**config.mk**
```make
export PLATFORM = sky130hd
export DESIGN_NAME = fpu_op_sequencer
export DESIGN_NICKNAME = d
export VERILOG_FILES = /design/src/rtl/fpu_pkg.sv /design/src/rtl/fp_classify.sv /design/src/rtl/fpu_op_sequencer.sv
export SDC_FILE = /design/constraint.sdc
export NUM_CORES = 1
export LEC_CHECK = 0
export CELL_PAD_IN_SITES_DETAIL_PLACEMENT = 2
export CELL_PAD_IN_SITES_GLOBAL_PLACEMENT = 2
export CORE_UTILIZATION = 21
export DETAILED_ROUTE_END_ITERATION = 6
export PLACE_DENSITY_LB_ADDON = 0.1
export SLEW_MARGIN = 20
export SYNTH_ARGS = -nofsm -noshare
export SYNTH_HDL_FRONTEND = slang
export SYNTH_SLANG_ARGS = --single-unit
```
**constraint.sdc**
```tcl
create_clock -name clk_i -period 1.6 [get_ports clk_i]
set_input_delay 0.24 -clock clk_i [delete_from_list [all_inputs] [get_ports clk_i]]
set_output_delay 0.24 -clock clk_i [all_outputs]
set_load 0.02 [all_outputs]
```
**src/rtl/fpu_pkg.sv**
```systemverilog
// Shared definitions for the FP ALU front end: op codes, sequencer states, result flags
// and IEEE-754 single-precision field layout.
package fpu_pkg;

    localparam logic [1:0] OP_ADD = 2'd0;
    localparam logic [1:0] OP_SUB = 2'd1;
    localparam logic [1:0] OP_MUL = 2'd2;
    localparam logic [1:0] OP_DIV = 2'd3;

    typedef enum logic [1:0] {
        StIdle,
        StIssue,
        StWait,
        StResp
    } seq_state_e;

    localparam logic [31:0] QNAN = 32'h7FC0_0000;

    // Bit positions inside rsp_flags {timeout,nan,inf,zero,denorm}
    localparam int unsigned FLAG_DENORM  = 0;
    localparam int unsigned FLAG_ZERO    = 1;
    localparam int unsigned FLAG_INF     = 2;
    localparam int unsigned FLAG_NAN     = 3;
    localparam int unsigned FLAG_TIMEOUT = 4;

    localparam logic [4:0] FLAGS_TIMEOUT = 5'b1_0000;

    localparam int unsigned EXP_W  = 8;
    localparam int unsigned FRAC_W = 23;

endpackage

```
**src/rtl/fp_classify.sv**
```systemverilog
// Combinational classifier for an IEEE-754 single word: {nan,inf,zero,denorm}, at most one set.
module fp_classify
    import fpu_pkg::*;
(
    input  logic [31:0] word_i,
    output logic [3:0]  class_o
);

    logic [EXP_W-1:0]  exp_field;
    logic [FRAC_W-1:0] frac_field;
    logic              exp_all_ones;
    logic              exp_all_zero;
    logic              frac_zero;
    logic              unused_sign;

    assign exp_field    = word_i[FRAC_W +: EXP_W];
    assign frac_field   = word_i[FRAC_W-1:0];
    assign unused_sign  = word_i[31];

    assign exp_all_ones = &exp_field;
    assign exp_all_zero = ~|exp_field;
    assign frac_zero    = ~|frac_field;

    assign class_o = {exp_all_ones & ~frac_zero,
                      exp_all_ones &  frac_zero,
                      exp_all_zero &  frac_zero,
                      exp_all_zero & ~frac_zero};

endmodule

```
**src/rtl/fpu_op_sequencer.sv**
```systemverilog
// Issues one FP op at a time to the ALU, waits for done (with a watchdog) and returns the
// classified result on a valid/ready response port.
module fpu_op_sequencer
    import fpu_pkg::*;
#(
    parameter int unsigned TAG_W          = 4,
    parameter int unsigned TIMEOUT_CYCLES = 64
) (
    input  logic             clk_i,
    input  logic             rst_i,
    input  logic             cmd_valid_i,
    output logic             cmd_ready_o,
    input  logic [1:0]       cmd_op_i,
    input  logic [31:0]      cmd_a_i,
    input  logic [31:0]      cmd_b_i,
    input  logic [TAG_W-1:0] cmd_tag_i,
    output logic             alu_start_o,
    output logic [1:0]       alu_ctrl_o,
    output logic [31:0]      alu_a_o,
    output logic [31:0]      alu_b_o,
    input  logic             alu_done_i,
    input  logic [31:0]      alu_result_i,
    output logic             rsp_valid_o,
    input  logic             rsp_ready_i,
    output logic [31:0]      rsp_result_o,
    output logic [TAG_W-1:0] rsp_tag_o,
    output logic [4:0]       rsp_flags_o,
    output logic             busy_o
);

    localparam int unsigned CntW = $clog2(TIMEOUT_CYCLES);

    seq_state_e        state_q, state_d;
    logic [CntW-1:0]   cnt_q, cnt_d;
    logic [1:0]        alu_ctrl_q, alu_ctrl_d;
    logic [31:0]       alu_a_q, alu_a_d;
    logic [31:0]       alu_b_q, alu_b_d;
    logic [TAG_W-1:0]  tag_q, tag_d;
    logic [31:0]       rsp_result_q, rsp_result_d;
    logic [4:0]        rsp_flags_q, rsp_flags_d;
    logic [3:0]        result_class;

    fp_classify u_classify (
        .word_i  (alu_result_i),
        .class_o (result_class)
    );

    always_comb begin
        state_d      = state_q;
        cnt_d        = cnt_q;
        alu_ctrl_d   = alu_ctrl_q;
        alu_a_d      = alu_a_q;
        alu_b_d      = alu_b_q;
        tag_d        = tag_q;
        rsp_result_d = rsp_result_q;
        rsp_flags_d  = rsp_flags_q;
        unique case (state_q)
            StIdle: begin
                if (cmd_valid_i) begin
                    alu_ctrl_d = cmd_op_i;
                    alu_a_d    = cmd_a_i;
                    alu_b_d    = cmd_b_i;
                    tag_d      = cmd_tag_i;
                    state_d    = StIssue;
                end
            end
            StIssue: begin
                cnt_d   = '0;
                state_d = StWait;
            end
            StWait: begin
                cnt_d = cnt_q + CntW'(1);
                // A done arriving in the last watchdog cycle still wins over the timeout
                if (alu_done_i) begin
                    rsp_result_d = alu_result_i;
                    rsp_flags_d  = {1'b0, result_class};
                    state_d      = StResp;
                end else if (cnt_q == CntW'(TIMEOUT_CYCLES - 1)) begin
                    rsp_result_d = QNAN;
                    rsp_flags_d  = FLAGS_TIMEOUT;
                    state_d      = StResp;
                end
            end
            StResp: begin
                if (rsp_ready_i) begin
                    state_d = StIdle;
                end
            end
            default: state_d = StIdle;
        endcase
    end

    always_ff @(posedge clk_i) begin
        if (rst_i) begin
            state_q      <= StIdle;
            cnt_q        <= '0;
            alu_ctrl_q   <= '0;
            alu_a_q      <= '0;
            alu_b_q      <= '0;
            tag_q        <= '0;
            rsp_result_q <= '0;
            rsp_flags_q  <= '0;
        end else begin
            state_q      <= state_d;
            cnt_q        <= cnt_d;
            alu_ctrl_q   <= alu_ctrl_d;
            alu_a_q      <= alu_a_d;
            alu_b_q      <= alu_b_d;
            tag_q        <= tag_d;
            rsp_result_q <= rsp_result_d;
            rsp_flags_q  <= rsp_flags_d;
        end
    end

    assign cmd_ready_o  = (state_q == StIdle);
    assign alu_start_o  = (state_q == StIssue);
    assign rsp_valid_o  = (state_q == StResp);
    assign busy_o       = (state_q != StIdle);
    assign alu_ctrl_o   = alu_ctrl_q;
    assign alu_a_o      = alu_a_q;
    assign alu_b_o      = alu_b_q;
    assign rsp_result_o = rsp_result_q;
    assign rsp_tag_o    = tag_q;
    assign rsp_flags_o  = rsp_flags_q;

endmodule

```
== Word level (Yosys, flattened, before mapping) ==
Index checks and enable logic that the tools add are counted.
Word-level totals
  register bits after elaboration: 115
  bits of input ports: 107
  output and inout port bits: 111
  logic and storage cells: 42
Cells by class
  add/subtract/negate cells: 1
  equal/unequal tests: 7
  multiplexer cells: 10
  bitwise gates (word level): 4
  reductions and logical operators: 12
Operators with widths (number)
  2-to-1 mux 32 bit: 2
  OR reduction 23 bit: 1
  one-hot mux 6 bit (2 select lines): 1
  2-to-1 mux 5 bit: 2
  2-to-1 mux 2 bit: 4
  one-hot mux 2 bit (4 select lines): 1
  AND reduction 8 bit: 1
  OR reduction 8 bit: 1
  adder 6 x 1 -> 6 bit, second input constant: 1
  == test 6 bit, second input constant: 1
  nonzero test 2 bit: 3
  AND 1 bit: 4
  == test 2 bit, second input constant: 2
  AND reduction 2 bit: 2
  inequality test 3 bit, second input constant: 1
  AND reduction 3 bit: 1
  == test 2 x 1 -> 1 bit, second input constant: 1
  zero test 1 bit: 2
  zero test 2 bit: 1
  inequality test 2 x 1 -> 1 bit, second input constant: 1
  inequality test 2 bit, second input constant: 1

== Logic depth before layout (Yosys ltp) ==
Gate-level depths: netlist of run 1.
  word-level depth: 4
  mapped depth: 7
  mapped depth without buffers: 6

== Hierarchy ==
Synthesis of run 1 repeated with hierarchy kept, for this count alone.
Unflattened totals
  cell total of the unflattened synthesis: 542
  area total of the unflattened synthesis: 4297.9 µm²
By module, submodules not included
  fpu_op_sequencer: instances 1, cells an instance 522, area each 4162.7 µm², sequential area each 2302.2 µm²
  fp_classify: instances 1, cells an instance 20, area each 135.1 µm², sequential area each 0.0 µm²

== Worst setup path before layout of run 1 ==
No wires, ideal clock.
  path kind: register to register
  start point: register state_q[0]
  end point: register alu_a_q[0], in the netlist alu_a_o[0]
  arrival time: 1.475 ns
  required time: 1.530 ns
  slack: 0.055 ns
  cell stages (with the launch flop): 8
  buffers on the path: 1
  path through: dfxtp_1 -> inv_1 -> ha_1 -> inv_1 -> nor2_2 -> buf_2 -> nand2_1 -> a21oi_1
Between the ends
  cells in the longest elaborated chain, start to end: 2
RTL lines
  start, declared: RTL line fpu_op_sequencer.sv:33  | seq_state_e state_q, state_d;
  start signal, assigned: RTL line fpu_op_sequencer.sv:95  | state_q <= StIdle;
  start signal, assigned: RTL line fpu_op_sequencer.sv:104  | state_q <= state_d;
  zero test 2 bit
  named net cmd_ready_o: RTL line fpu_op_sequencer.sv:12  | output logic cmd_ready_o,
  AND reduction 2 bit (no line)
  end signal, assigned: RTL line fpu_op_sequencer.sv:107  | alu_a_q <= alu_a_d;
  end, declared: RTL line fpu_op_sequencer.sv:36  | logic [31:0] alu_a_q, alu_a_d;
The timed path passes the listed nets, and every way through them passes these cells.
A chain may end at the register's enable or synchronous reset.

== Worst setup path in the final report of run 1 ==
  start point: register state_q[0]
  end point: output port rsp_valid_o
Between the ends
  cells in the longest elaborated chain, start to end: 1
RTL lines
  == test 2 bit: RTL line fpu_op_sequencer.sv:117  | assign rsp_valid_o = (state_q == StResp);
  end, declared: RTL line fpu_op_sequencer.sv:23  | output logic rsp_valid_o,
Every way passes these cells.

==> run summary, run 1 <==
via count - 4231
Post-Place Cell Area - 6750 um^2
GPL Wtd Cong - 0.731
RR Startpoint - cnt_q[0]
vias in the first global route - 4667
peak supply drop - 0.766 mV
FMAX - 649 MHz
global-route wire length before repair - 25400 um
largest net degree at the start of global routing - 53
post-route cell area - 7240 um^2
Critical Path Fanout Max - 3
max-slew violations - 0
post-synthesis register bit count - 115
power per standard cell area - 1460 nW/um^2
DRT iter0 DRCs - 67
CP Capture Type - output pin
share of cells above drive strength 1 - 12.8%
Crit Path Category - reg -> out
Setup WS pre-CTS - -0.224 ns
PortBufs - 217
Site Rows - 50
number of flops mapped to enable cells by yosys - 0
CTS tree - yes
Num CTS Buffers - 17
# placed instances - 932
slew at the pin with the worst max-slew slack - 0.418 ns
H-tree depth - 4
nets - 805
core box area - 19000 um^2
MaxCap Viol Count - 0
Leak - 0.00321 uW
Worst Hold Path Cells - 2
Syn Std Cell Area - 4110 um^2
final non-filler cell total - 965
Top Ports - 218
detailed-route wire length per cell - 17.3 um
Setup-failing EPs final - 0
most frequent cells in the layout - nand2_1 (146), dfxtp_1 (113), clkdlybuf4s50_1 (105), dlygate4sd2_1 (104), a21oi_1 (73)
Most used DFF post-synth - dfxtp_1
Crit. Startpoint - state_q[0]
R2R depth - 7
status - finished, final reports clean
Cell variety after synth - 32
Final min period - 1.54 ns
Total GRT Usage - 16.6%
CP arrival - 1.30 ns
share of the yosys chip area belonging to registers - 56.0%
CTS clk-pin slew, worst paths - 0.05 ns
DP HPWL - 12400 um
Root Driver - clkbuf_16
yosys warns - 0
synthesis-to-finish area growth - 76.0%
most common cell after layout, fill and taps aside - nand2_1
DR DRC count - 0
Max transition margin - 71.9%
Antenna Cells - 0
Mapped Cells - 456
CP bufs+invs - 2
die span in x - 142 um
Final Skew - 0.00960 ns
Syn Nets - 568
Async SR Flop Fraction - 0%
Fill cells - 2112
via/cell ratio - 4.38
Clock Tree Buf Depth - 2
CP max-delay cell - dfxtp_1
Worst Hold Launch - rst_i
Crit path depth - 3
DRT antenna net count - 0
fin crit share - 96.3%
crit-path cells - buf_4, ha_1, clkdlybuf4s15_2
CP peak stage delay - 0.31 ns
Final Hold Viols - 0
Setup WS post-layout - 0.0599 ns
antenna violations before repair - 0
final WL - 16700 um
syn_area_per_cell - 9.02 um^2
Initial Util - 21.7%
die outline height - 142 um
Worst EP required - 1.36 ns
Pre-antenna DRT Iters - 5
remaining global-route overflow - 0
Clock Sinks - 115
Worst-Skew Late Latency - 0.41 ns
Startpoint Class - flop
Hold WC Path Type - in -> reg
cell family with most CP delay - buffers and inverters
area of the die - 20100 um^2
-- registers in the layout, indices dropped and copies added, names as in the netlist --
name and flops:
cnt_q 6, alu_b_o 32, rsp_result_o 32, alu_a_o 32
state_q 2, alu_ctrl_o 2, rsp_flags_o 5, rsp_tag_o 4
-- final timing paths --
kind                     to  slack (ns)
max             rsp_valid_o        0.06
min              alu_b_o[3]        0.23
max reg2reg  rsp_flags_o[2]        0.07
min reg2reg     alu_a_o[24]        0.45
-- cell families after synthesis --
group                    Yosys count  synth area share [%]
buffers and inverters             36                  4.56
multiplexers                       1                 0.243
XOR/XNOR                           3                 0.639
adder cells (fa/ha/maj)            5                  1.52
AND/OR/NAND/NOR                  179                  18.1
AO/OA/AOI/OAI                    117                  18.9
flip-flops                       115                  56.0
-- metal layers --
layer	vias to the layer above	share of wire, %	GRT usage [%]
met5	-	0	0
met1	2031	42	18.6
met4	0	1.5	6.96
li1	2031	-	-
met3	15	6.8	4.74
met2	154	49	29.4
-- through the flow --
step	TNS (ns)	utilization, %	hold WS, ns	power (uW)
after floorplan	0	-	0.373	5430
after global placement	-0.401	35.6	0.440	7280
after detailed placement	-0.792	35.6	0.453	7450
after CTS	0	37.8	0.215	10600
after global routing	-0.00634	38.2	0.231	11100
final	0	38.2	0.228	10500
-- report_power, final --
group	internal, uW	switching (uW)	leakage (uW)
combinational	1510	2080	0.00202
clock	2070	1330	0.000256
sequential	3320	223	0.000939
-- cells in the mapped netlist, types with 2 or more instances --
master	number	area share (%)
or3_1	2	0.30
xor2_1	3	0.64
a22o_1	25	5.3
buf_6	4	1.1
nand4_1	5	0.76
o21a_1	2	0.36
nor2_1	5	0.46
o21ai_0	2	0.24
ha_1	5	1.5
o2bb2ai_1	2	0.43
nand2_1	148	14
buf_2	15	1.8
nor4_1	8	1.2
nand3_2	2	0.49
dfxtp_1	115	56
nor3_1	2	0.24
inv_1	7	0.64
a21oi_1	74	9.0
o221a_2	9	2.5
clkbuf_1	9	0.82
-- what timing repair did --
action,CTS,global route
buffers inserted,0,1
endpoints found under the setup margin,119,81
resized for setup,120,11
pin swaps,0,1
hold buffers,0,0
cloned,0,1
-- final cells by class --
cell class	count	area, um^2	share of cell area (%)
Multi-Input combinational cell	305	1660	22.9
Inverter	7	26.3	0.363
Clock inverter	10	60.1	0.830
Sequential cell	115	2300	31.8
Timing Repair Buffer	247	2390	33.1
Clock buffer	21	470	6.50
Tap cell	260	325	4.49
Power figures use the tool's default switching activity.
==> run 2, diff against run 1 <==
==> constraint.sdc (replaced) <==
create_clock -name clk_i -period 1.7 [get_ports clk_i]
set_input_delay 0.255 -clock clk_i [delete_from_list [all_inputs] [get_ports clk_i]]
set_output_delay 0.255 -clock clk_i [all_outputs]
set_load 0.02 [all_outputs]
==> run summary, run 2 (same netlist as run 1, synthesis figures left out) <==
status - finished, final reports clean
Final Hold Viols - 0 (unchanged)
Root Driver - clkbuf_16
DRT iter0 DRCs - 127 (+90%)
remaining global-route overflow - 0 (unchanged)
area of the die - 20100 um^2 (unchanged)
RSZ-0062 raised after global routing - no
via count - 4163 (-1.6%)
Net Sw Power - 3340 uW (-8.1%)
final WL - 16000 um (-4.1%)
Clock Tree Buf Depth - 2 (unchanged)
Clock Sinks - 115 (unchanged)
CTS tree - yes
Worst Hold Path Cells - 2 (unchanged)
Antenna Cells - 0 (unchanged)
H-tree depth - 4 (unchanged)
Fin Hold WS - 0.234 ns (+0.00600 ns)
CTS clk-pin slew, worst paths - 0.05 ns (about the same)
Startpoint Class - flop
die outline height - 142 um (unchanged)
Crit. Startpoint - rsp_result_o[19]
CP bufs+invs - 1 (-1)
slew at the pin with the worst max-slew slack - 0.382 ns (-0.0357 ns)
synthesis-to-finish area growth - 76.7%
Max transition margin - 74.3% (+2.4 points)
Worst-Skew Late Latency - 0.42 ns (about the same)
final core occ - 38.3% (+0.15 points)
via/cell ratio - 4.38 (-0.16%)
fin crit share - 97.4%
Hold WC Path Type - in -> reg
Leak - 0.00283 uW (-12%)
CP peak stage delay - 0.62 ns (+0.31 ns)
nets - 791 (-1.7%)
Fill cells - 2083 (-1.4%)
Post-CTS Hold Fix Bufs - 0 (unchanged)
antenna violations before repair - 0 (unchanged)
Worst R2R End - alu_b_o[24]
detailed-route wire length per cell - 16.8 um (-2.7%)
Worst Hold Launch - rst_i
MaxCap Viol Count - 0 (unchanged)
r2r setup slk - 0.15 ns (+0.08 ns)
die span in x - 142 um (unchanged)
Seq pwr share - 32.3% (-1.4 points)
Top Ports - 218 (unchanged)
most frequent cells in the layout - clkdlybuf4s50_1 (202), nand2_1 (147), dfxtp_1 (113), a21oi_1 (74), a22o_1 (25)
GPL Wtd Cong - 0.699 (-4.4%)
Setup-failing EPs final - 0 (unchanged)
footprint of the multi-input gates - 1640 um^2 (-1.1%)
Clock Power Share - 35.5% (+3.2 points)
Net Sw Frac - 32.1% (-2.4 points)
power per standard cell area - 1430 nW/um^2 (-1.7%)
Total GRT Usage - 16.4% (-0.19 points)
hold path endpoint - alu_b_o[4]
register area - 2300 um^2 (unchanged)
crit-path cells - clkdlybuf4s50_1
max-slew violations - 0 (unchanged)
Comb power frac - 32.2% (-1.9 points)
RR Startpoint - state_q[0]
CP Capture Type - output pin
post-route cell area - 7270 um^2 (+0.40%)
Setup WS pre-CTS - -0.0835 ns (+0.141 ns)
DP HPWL - 11900 um (-3.7%)
Final min period - 1.66 ns
Worst EP required - 1.44 ns (+0.08 ns)
Num CTS Buffers - 17 (unchanged)
core box area - 19000 um^2 (unchanged)
DR DRC count - 0 (unchanged)
Critical Path Fanout Max - 2 (-1)
setup bufs post-CTS - 0 (unchanged)
Setup WS post-layout - 0.0444 ns (-0.0155 ns)
DRT antenna net count - 0 (unchanged)
share of cells above drive strength 1 - 10.4% (-2.3 points)
Pre-antenna DRT Iters - 3 (-2)
most common cell after layout, fill and taps aside - clkdlybuf4s50_1
cell family with most CP delay - buffers and inverters
Site Rows - 50 (unchanged)
FMAX - 604 MHz
largest net degree at the start of global routing - 71 (+34%)
vias in the first global route - 4594 (-1.6%)
peak supply drop - 0.660 mV (-14%)
Int Power - 7060 uW (+2.3%)
Post-Place Cell Area - 6630 um^2 (-1.7%)
Total Power - 10400 uW (-1.3%)
CP arrival - 1.40 ns (+0.10 ns)
R2R depth - 8 (+1)
PortBufs - 217 (unchanged)
global-route wire length before repair - 25000 um (-1.7%)
Crit Path Category - reg -> out
Final Skew - 0.00829 ns (-0.00131 ns)
CP max-delay cell - clkdlybuf4s50_1
Initial Util - 21.7% (unchanged)
-- run 2: cell types whose count changed in the layout (fill, tap and decap cells not counted), sizes merged --
| cell | before | now |
|---|---|---|
| clkinv | 6 | 5 |
| dlymetal6s2s | 3 | 8 |
| clkdlybuf4s15 | 3 | 1 |
| dlygate4sd2 | 104 | 4 |
| bufinv | 0 | 3 |
| clkdlybuf4s50 | 105 | 202 |
| clkbuf | 22 | 21 |
| clkinvlp | 4 | 2 |
| buf | 31 | 18 |
-- run 2: how the worst max path moves through the flow --
| stage | endpoint | slack [ns] | cells past startpoint |
|---|---|---|---|
| finish | rsp_result_o[19] | 0.04 | 1 |
| global route | rsp_result_o[24] | 0.0004 | 1 |
| CTS | alu_b_o[19] | 0.01 | 1 |
| detailed placement | rsp_flags_o[3] | -0.08 | 5 |
| global placement | rsp_flags_o[3] | -0.11 | 5 |
| floorplan | alu_a_o[0] | 0.16 | 7 |
-- run 2: layer usage --
layer	vias up	global-route usage (%)	share of wire, %
li1	2001	-	-
met1	1999	18.1	41
met2	150	28.7	50
met3	13	6.12	7.3
met4	0	6.11	1.4
met5	-	0	0
-- run 2: repair_timing --
action                                  4_1_cts  5_1_grt
cloned                                        0        0
resized for setup                            13       11
hold endpoints to repair                      0        0
endpoints found under the setup margin        6       19
-- run 2: final cells by class --
class                      count  share of cell area, %
clock inverter                10                   1.79
tap                          260                   4.48
multi-input combinational    305                   22.6
sequential                   115                   31.7
timing repair buffer         233                   32.5
inverter                       7                  0.362
clock buffer                  21                   6.61
-- run 2: power by group through the flow --
stage,Clock [uW],Combinational (uW),Sequential [uW]
after floorplan,0,1240,3870
after global placement,0,3360,3390
after detailed placement,0,3450,3420
after CTS,3810,3420,3380
after global routing,3910,3630,3430
final,3690,3350,3360
-- run 2: through the flow --
step,std cells,TNS (ns)
detailed placement,920,-0.104
finish,951,0
floorplan,456,0
global route,951,0
global placement,920,-0.126
CTS,951,0
==> run 3, diff against run 2 <==
--- a/config.mk
+++ b/config.mk
@@ -9,8 +9,9 @@
 export CELL_PAD_IN_SITES_GLOBAL_PLACEMENT = 2
 export CORE_UTILIZATION = 21
 export DETAILED_ROUTE_END_ITERATION = 6
-export PLACE_DENSITY_LB_ADDON = 0.1
+export PLACE_DENSITY = 0.79
 export SLEW_MARGIN = 20
 export SYNTH_ARGS = -nofsm -noshare
 export SYNTH_HDL_FRONTEND = slang
+export SYNTH_HIERARCHICAL = 1
 export SYNTH_SLANG_ARGS = --single-unit
==> run summary, run 3 <==
die span in x - 145 um (+2.2%)
CP max-delay cell - clkdlybuf4s50_1
yosys warns - 6 (+6)
number of flops mapped to enable cells by yosys - 0 (unchanged)
via/cell ratio - 4.54 (+3.7%)
Int Power - 6900 uW (-2.3%)
DRT antenna net count - 0 (unchanged)
Site Rows - 51 (+2.0%)
most common cell after layout, fill and taps aside - clkdlybuf4s50_1
largest net degree at the start of global routing - 66 (-7.0%)
Critical Path Fanout Max - 2 (unchanged)
Net Sw Frac - 35.4% (+3.3 points)
syn_area_per_cell - 7.93 um^2 (-12%)
antenna violations before repair - 0 (unchanged)
Mapped Cells - 542 (+19%)
post-synthesis register bit count - 115 (unchanged)
Root Driver - clkbuf_16
Clock Power Share - 31.9% (-3.6 points)
CTS tree - yes
Worst Hold Path Cells - 2 (unchanged)
adder-cell share of the synthesized area - 1.75% (+0.23 points)
Final Hold Viols - 0 (unchanged)
fin crit share - 98.3% (+0.95 points)
Setup-failing EPs final - 0 (unchanged)
CP arrival - 1.42 ns (+0.02 ns)
nets - 875 (+11%)
synthesis-to-finish area growth - 76.0%
Num CTS Buffers - 17 (unchanged)
area of the die - 21000 um^2 (+4.4%)
GPL Wtd Cong - 0.817 (+17%)
setup TNS - 0 ns (unchanged)
DP HPWL - 12800 um (+7.5%)
die outline height - 145 um (+2.2%)
max-slew violations - 0 (unchanged)
DRT iter0 DRCs - 101 (-20%)
Top Ports - 218 (unchanged)
Worst EP required - 1.44 ns (about the same)
detailed-route wire length per cell - 17.9 um (+6.6%)
crit-path cells - clkdlybuf4s50_1
simple-gate share of the synthesized area - 27.2% (+9.1 points)
remaining global-route overflow - 0 (unchanged)
Async SR Flop Fraction - 0% (unchanged)
Final min period - 1.67 ns (+0.0161 ns)
final WL - 18600 um (+17%)
FMAX - 598 MHz (-0.97%)
cell family with most CP delay - buffers and inverters
Post-CTS Hold Fix Bufs - 0 (unchanged)
Crit path depth - 1 (unchanged)
Fill cells - 2186 (+4.9%)
ranking of synthesized cells by instance count - nand2_1 (174), dfxtp_1 (115), a21oi_1 (103)
Antenna Cells - 0 (unchanged)
Comb power frac - 36.3% (+4.1 points)
largest family of logic cells by synthesized area - simple AND/OR/NAND/NOR gates
global-route wire length before repair - 28700 um (+15%)
Setup WS post-layout - 0.0283 ns (-0.0161 ns)
CP peak stage delay - 0.66 ns (+0.04 ns)
Crit Path Category - reg -> out
share of cells above drive strength 1 - 9.16% (-1.3 points)
Worst-Skew Late Latency - 0.40 ns (-0.02 ns)
slew at the pin with the worst max-slew slack - 0.408 ns (+0.0258 ns)
power per standard cell area - 1410 nW/um^2 (-1.3%)
proportion of synthesized area in mux cells - 0% (-0.24 points)
Pre-antenna DRT Iters - 3 (unchanged)
CTS clk-pin slew, worst paths - 0.06 ns (about the same)
CP Capture Type - output pin
most frequent cells in the layout - clkdlybuf4s50_1 (199), nand2_1 (173), dfxtp_1 (113), a21oi_1 (103), nand3_1 (28)
vias in the first global route - 5295 (+15%)
H-tree depth - 4 (unchanged)
Leak - 0.00291 uW (+2.7%)
PortBufs - 217 (unchanged)
core box area - 19800 um^2 (+4.4%)
top cells by area, synth - dfxtp_1 (54%), nand2_1 (15%), a21oi_1 (12%), nand3_1 (3.3%), nor3_1 (2.9%)
Startpoint Class - flop
RSZ-0062 raised after global routing - yes
Seq pwr share - 31.8% (-0.5 points)
post-synthesis xor/xnor area fraction - 0.611% (-0.028 points)
Max transition margin - 72.8% (-1.5 points)
share of the yosys chip area belonging to registers - 53.6% (-2.4 points)
Clock Tree Buf Depth - 2 (unchanged)
Final Skew - 0.0103 ns (+0.00199 ns)
Total GRT Usage - 17.2% (+0.81 points)
Syn Std Cell Area - 4300 um^2 (+4.5%)
via count - 4721 (+13%)
Synth area leader - dfxtp_1
Setup WS pre-CTS - -0.106 ns (-0.0229 ns)
R2R depth - 6 (-2)
peak supply drop - 0.639 mV (-3.2%)
most frequent cell after synthesis - nand2_1
DR DRC count - 0 (unchanged)
Syn Nets - 655 (+15%)
Synth Area in Compound Gates - 12.8% (-6.1 points)
Hold WC Path Type - in -> reg
status - finished, final reports clean
Initial Util - 21.7% (+0.030 points)
MaxCap Viol Count - 0 (unchanged)
Clock Sinks - 115 (unchanged)
CP bufs+invs - 1 (unchanged)
Cell variety after synth - 30 (-6.3%)
Net Sw Power - 3780 uW (+13%)
top-area cell type share of the netlist area - 53.6% (-2.4 points)
Most used DFF post-synth - dfxtp_1
==> run 3: what timing repair did <==
item	in CTS	in global routing
buffers inserted	0	1
endpoints found under the setup margin	5	74
gates cloned	0	2
gates resized for setup	12	23
pin swaps	0	5
==> run 3: power groups by stage <==
stage | Clock, uW | Sequential [uW] | Combinational (uW)
6_report | 3410 | 3400 | 3870
5_1_grt | 3660 | 3450 | 4170
4_1_cts | 3520 | 3400 | 3740
3_5_place_dp | 0 | 3450 | 3740
3_3_place_gp | 0 | 3400 | 3570
2_1_floorplan | 0 | 3910 | 1340
==> run 3: path summary, 6_finish.rpt <==
path,to,startpoint,slack [ns]
setup / recovery,rsp_result_o[21],rsp_result_o[21],0.03
hold / removal,cnt_q[0],rst_i,0.29
setup reg to reg,state_q[1],state_q[0],0.03
hold reg to reg,rsp_tag_o[3],rsp_tag_o[3],0.45
==> run 3: logic make-up (layout without fill, tap and decap cells) <==
kind of cell,count (synthesis),in the layout
compound gates,108,108
xor+xnor,3,3
fa+ha+maj,6,6
buf+inv,43,276
flops,115,115
simple gates,267,267
==> run 3: area by class of cell <==
class | count | area [um^2] | area share [%]
Multi-Input combinational cell | 384 | 1860 | 24.5
Clock inverter | 14 | 133 | 1.75
Clock buffer | 18 | 429 | 5.67
Inverter | 5 | 18.8 | 0.248
Tap cell | 265 | 332 | 4.38
Sequential cell | 115 | 2300 | 30.5
Timing Repair Buffer | 239 | 2490 | 32.9
==> run 3: layer usage <==
metal  part of all wire (%)  track usage (%)
met1                     42             19.9
met2                     50             29.4
met3                    7.5             7.17
met4                   0.63             4.00
met5                      0                0
==> run 3: stage by stage <==
step	utilization [%]	std cells	total power, uW	instance area [um^2]	hold slack, ns
3_5_place_dp	34.8	1005	7180	6880	0.452
4_1_cts	37.6	1037	10700	7440	0.266
5_1_grt	38.2	1040	11300	7560	0.286
2_1_floorplan	-	542	5240	4300	0.391
3_3_place_gp	34.8	1005	6980	6880	0.441
6_report	38.2	1040	10700	7560	0.288
